$ cat src/rtl/eight_bit_adder.sv
// 8-bit ripple-carry adder with registered sum, carry-out and signed overflow.
// The ripple chain is built from eight explicit 1-bit full adder cells.

module eight_bit_adder_fa (
  input  logic a_i,
  input  logic b_i,
  input  logic c_i,
  output logic s_o,
  output logic c_o
);

  assign s_o = a_i ^ b_i ^ c_i;
  assign c_o = (a_i & b_i) | (c_i & (a_i ^ b_i));

endmodule

module eight_bit_adder (
  input  logic       clk,
  input  logic       rst_n,
  input  logic [7:0] a,
  input  logic [7:0] b,
  input  logic       in_valid,
  output logic [7:0] o,
  output logic       cout,
  output logic       over_flow,
  output logic       out_valid
);

  logic [8:0] carry;
  logic [7:0] sum;
  logic       ovf;

  logic [7:0] o_d, o_q;
  logic       cout_d, cout_q;
  logic       over_flow_d, over_flow_q;
  logic       out_valid_d, out_valid_q;

  assign carry[0] = 1'b0;

  for (genvar i = 0; i < 8; i++) begin : g_fa
    eight_bit_adder_fa u_fa (
      .a_i (a[i]),
      .b_i (b[i]),
      .c_i (carry[i]),
      .s_o (sum[i]),
      .c_o (carry[i+1])
    );
  end

  // Signed overflow: carry into the sign bit differs from carry out of it.
  assign ovf = carry[7] ^ carry[8];

  always_comb begin
    o_d         = o_q;
    cout_d      = cout_q;
    over_flow_d = over_flow_q;
    out_valid_d = 1'b0;
    if (in_valid) begin
      o_d         = sum;
      cout_d      = carry[8];
      over_flow_d = ovf;
      out_valid_d = 1'b1;
    end
  end

  always_ff @(posedge clk or negedge rst_n) begin
    if (!rst_n) begin
      o_q         <= 8'h00;
      cout_q      <= 1'b0;
      over_flow_q <= 1'b0;
      out_valid_q <= 1'b0;
    end else begin
      o_q         <= o_d;
      cout_q      <= cout_d;
      over_flow_q <= over_flow_d;
      out_valid_q <= out_valid_d;
    end
  end

  assign o         = o_q;
  assign cout      = cout_q;
  assign over_flow = over_flow_q;
  assign out_valid = out_valid_q;

endmodule

$ cat config.mk
export PLATFORM = sky130hd
export DESIGN_NAME = eight_bit_adder
export DESIGN_NICKNAME = d
export VERILOG_FILES = /design/src/rtl/eight_bit_adder.sv
export SDC_FILE = /design/constraint.sdc
export NUM_CORES = 1
export LEC_CHECK = 0
export CELL_PAD_IN_SITES_DETAIL_PLACEMENT = 0
export CELL_PAD_IN_SITES_GLOBAL_PLACEMENT = 1
export CORE_AREA = 2 2 48 50
export CTS_CLUSTER_SIZE = 16
export DETAILED_ROUTE_END_ITERATION = 16
export DIE_AREA = 0 0 50 52
export GPL_ROUTABILITY_DRIVEN = 0
export PLACE_DENSITY = 0.85
export SKIP_LAST_GASP = 1
export SYNTH_ARGS = -nofsm -noshare
export SYNTH_HDL_FRONTEND = slang
export SYNTH_SLANG_ARGS = --single-unit
$ cat constraint.sdc
create_clock -name clk -period 2.5 [get_ports clk]
set_clock_uncertainty 0.1 [all_clocks]
set_input_delay 0.5 -clock clk [delete_from_list [all_inputs] [get_ports clk]]
set_output_delay 0.5 -clock clk [all_outputs]
set_load 0.05 [all_outputs]
# After elaboration in Yosys (flattened, before gate mapping)
# Index checks and enable logic that the tools add are counted.
# word_totals
register_bits	11
inputBits	19
output_inout_bits	11
wordCells	43
# op_classes
muxes	1
bitwise_logic	38
# ops
operator	count
1-bit bitwise XOR	16
1-bit AND	15
1-bit OR	7
1-bit two-way mux	1

# Longest topological paths before layout
# depth
ltp_word	16
mapped_depth	11

# Modules after synthesis
# Synthesis repeated with hierarchy kept, for this count alone.
# hier_totals
hier_cells	33
area_unflattened_um2	599.3
# modules_own_cells
module	n_inst	cells_each	area_each_um2
eight_bit_adder	1	25	439.2
eight_bit_adder_fa	8	1	20.0

# Worst setup path after synthesis
# OpenSTA, ideal clock, no wires.
# synth_timing
kind	input port to flip-flop
startpoint	in a[0]
endpoint	reg over_flow_q (netlist: over_flow)
setup_time_ns	0.125
arrival_time_ns	3.540
path_slack_ns	-1.265
cell_stages	11
path_cell_list	ha_1 > fa_1 > fa_1 > fa_1 > fa_1 > fa_1 > fa_1 > inv_1 > fa_1 > xnor2_1 > mux2_4
# synth_between
elab_chain_cells	16
# synth_lines
element	line	rtl
start: declaration	20	input logic [7:0] a,
1-bit AND (*) (2 in a row)	13	assign c_o = (a_i & b_i) | (c_i & (a_i ^ b_i));
1-bit OR (*)	13	
1-bit AND (*)	13	
1-bit OR (*)	13	
1-bit AND (*)	13	
1-bit OR (*)	13	
1-bit AND (*)	13	
1-bit OR (*)	13	
1-bit AND (*)	13	
1-bit OR (*)	13	
1-bit AND (*)	13	
1-bit OR (*)	13	
1-bit AND	13	
1-bit OR	13	
1-bit bitwise XOR (*)	51	assign ovf = carry[7] ^ carry[8];
end signal: assignment	75	over_flow_q <= over_flow_d;
end: declaration	35	logic over_flow_d, over_flow_q;
# Mark *: on every way between the ends. The rest lies on a longest branch, timed or not.
# A chain may end at the register's enable or synchronous reset.

# Worst setup path in the final report
# layout_timing
startpoint	in b[0]
endpoint	reg o_q[7] (netlist: o[7])
# layout_between
elab_chain_cells	14
# layout_lines
element	line	rtl
start: declaration	21	input logic [7:0] b,
1-bit AND (2 in a row)	13	
1-bit OR	13	
1-bit AND	13	
1-bit OR	13	
1-bit AND	13	
1-bit OR	13	
1-bit AND	13	
1-bit OR	13	
1-bit AND	13	
1-bit OR	13	
1-bit AND	13	
1-bit OR	13	
1-bit bitwise XOR	12	assign s_o = a_i ^ b_i ^ c_i;
end signal: assignment	68	o_q <= 8'h00;
end signal: assignment	73	o_q <= o_d;
end: declaration	33	logic [7:0] o_d, o_q;
# Every way passes these cells.

==> reports/results.tsv <==
metric	value	unit
cts_made_buffers	3	
grt_busiest_layer	met2	
clock_latency	260	ps
drv_cap	0	
fmax	301.0	MHz
overflow	0	
syn_nets	63	
worst_pin_slew	507.1	ps
routed_wirelength	1068	um
avgRoutedWirePerCell	10.68	um
cpMostUsedCell	fa_2	
reg2reg_depth	1	
use_met2	0.1469	
grt_max_degree	12	
fillers	185	
seq_area	275.3	um^2
antenna_found_initial	0	
ff2ff_setup_slack	1630	ps
dpl.hpwl	901.9	um
slew_violations	0	
timing.hold.ws	408.2	ps
multiInputGateArea	329.1	um^2
core	0.002106	mm^2
p_leak	0.4175	nW
cts_tree	built	
worst_setup_path_end_kind	register	
rows	17	
cts_buffer_depth	2	
cp-endpoint	o[7]$_DFFE_PN0P_	
vias_per_cell	4.040	
synth_cell_types	10	
hold_path.class	register to register	
p_per_area	680.3	mW/mm^2
clock_sinks	11	
start_util	0.2799	
stdcell_count	100	
vias	404	
cp.arrival	3410	ps
layout_setup_ws	-822.0	ps
seq_area_frac_synth	0.4671	
portBuffers	29	
grt_use_total	0.09814	
slew_headroom	0.6609	
ys_warn_count	0	
die_area	0.002600	mm^2
gr-usage-met3	0.04598	
fin_nets	100	
drtPass1Iterations	1	
critical_path_class	input port to register	
worstHoldStart	o[0]$_DFFE_PN0P_	
ir_worst_vdd	0.3037	mV
critPathMaxFanout	2	
synth_area	589.3	um^2
synth-seq-cells	11	
finalPower	0.0006792	W
ioPinCount	30	
ant_nets	0	
post-route-drc-count	0	
antenna_cells	0	
cts-root-buf	clkbuf_4	
grt_pass1_vias	415	
rr_endpoint	o[6]$_DFFE_PN0P_	
netlist_instances	36	
required	2590	ps
drive_gt1_frac	0.4028	
crit_start	b[0]	
hold_viol	0	
avgSynthCellArea	16.37	um^2
grt_use_met1	0.1204	
critical-path-max-stage-delay	430	ps
rsz0062_at_grt	true	
status	complete, but fails checks	
area_growth	69.43	%
die_h	52	um
finalSetupViolCount	5	
die_x	50	um
grt_first_pass_wirelength	1883	um
cts_max_level	1	
dp_cells	95	
drtIter0Drc	0	
violations	setup timing	
path_cells	buf_6 -> ha_4 -> fa_2 -> fa_2 -> fa_2 -> fa_2 -> fa_2 -> fa_2 -> inv_2 -> fa_2 -> a21oi_2	
clk_pin_slew	70	ps
slowest_stage	fa_2	
cp-start-kind	input port	
finalCritPeriodShare	1.329	
post-route-min-period	3322	ps
place_ws	-1519	ps
utilization	0.4742	
r2r-start	o[6]$_DFFE_PN0P_	
## cells by family (layout without fill, tap and decap cells)
family	after synthesis	after routing	synth area share
mux	8	8	0.1911
xor+xnor	1	1	0.01486
simple gates	2	2	0.01274
buf+inv	4	40	0.03821
flops	11	11	0.4671
compound gates	2	2	0.01699
fa+ha+maj	8	8	0.2590
## Yosys cell counts, drive strengths merged
cell type | number | area, um^2
dfrtp | 11 | 275.3
mux2 | 8 | 112.6
fa | 7 | 140.1
inv | 3 | 11.26
a21oi | 2 | 10.01
nor2 | 2 | 7.510
buf | 1 | 11.26
ha | 1 | 12.51
xnor2 | 1 | 8.760
## sequential cells by signal (all words and copies together) (netlist names)
register / cells
out_valid: 1
o: 8
over_flow: 1
cout: 1
## layout by cell type (no fill, tap or decap)
master           count
buf_4                3
ha_4                 1
dfrtp_1             11
clkbuf_2             1
inv_1                2
mux2_2               2
clkdlybuf4s15_1      1
clkdlybuf4s50_1     25
inv_2                1
buf_6                3
clkbuf_4             3
xnor2_1              1
mux2_4               6
nor2_1               2
a21oi_2              2
clkbuf_1             1
fa_2                 7
## layout make-up
cell class,count,share of cell area
clock buffer,4,0.02632
sequential,11,0.2757
tap,28,0.03509
timing repair buffer,33,0.3221
multi-input combinational,21,0.3296
inverter,3,0.01128
## what timing repair did
| item | 4_1_cts | 5_1_grt |
|---|---|---|
| hold buffers | 0 | 0 |
| pin swaps | 10 | 8 |
| endpoints found under the setup margin | 6 | 6 |
| resized for setup | 14 | 5 |
| setup buffers | 1 | 1 |
## report_power, final
group	leakage [nW]	internal, W	switching [W]
clock network	0.0150	0.0000616	0.0000554
logic	0.275	0.000147	0.000184
registers	0.127	0.000213	0.0000184
total	0.417	0.000422	0.000257
## metrics by stage
stage | TNS (ps) | cell area [um^2]
6_report | -3151 | 998.5
5_1_grt | -3357 | 998.5
4_1_cts | -4253 | 997.2
3_5_place_dp | -7251 | 955.9
3_3_place_gp | -7092 | 955.9
2_1_floorplan | -3688 | 619.3
## worst max-delay path, delay by kind of cell
kind / cells / cell delay [ps]
adders and majority gates: 8 / 2630
buffers and inverters: 2 / 160
AOI/OAI and AO/OA: 1 / 120
## per-layer routing
metal / up-vias / wire length [um]
li1: 189 / -
met1: 193 / 454
met2: 22 / 507
met3: 0 / 106
met4: 0 / 0
met5: - / 0
## worst min-delay path by stage
stage,to,slack (ps),cells after the start
after floorplan,cout$_DFFE_PN0P_,100,0
after global placement,o[3]$_DFFE_PN0P_,390,1
after detailed placement,o[0]$_DFFE_PN0P_,390,1
after CTS,o[0]$_DFFE_PN0P_,410,1
after global routing,o[3]$_DFFE_PN0P_,440,1
final,o[0]$_DFFE_PN0P_,410,1
No activity file was read; power rests on OpenSTA's default activity.
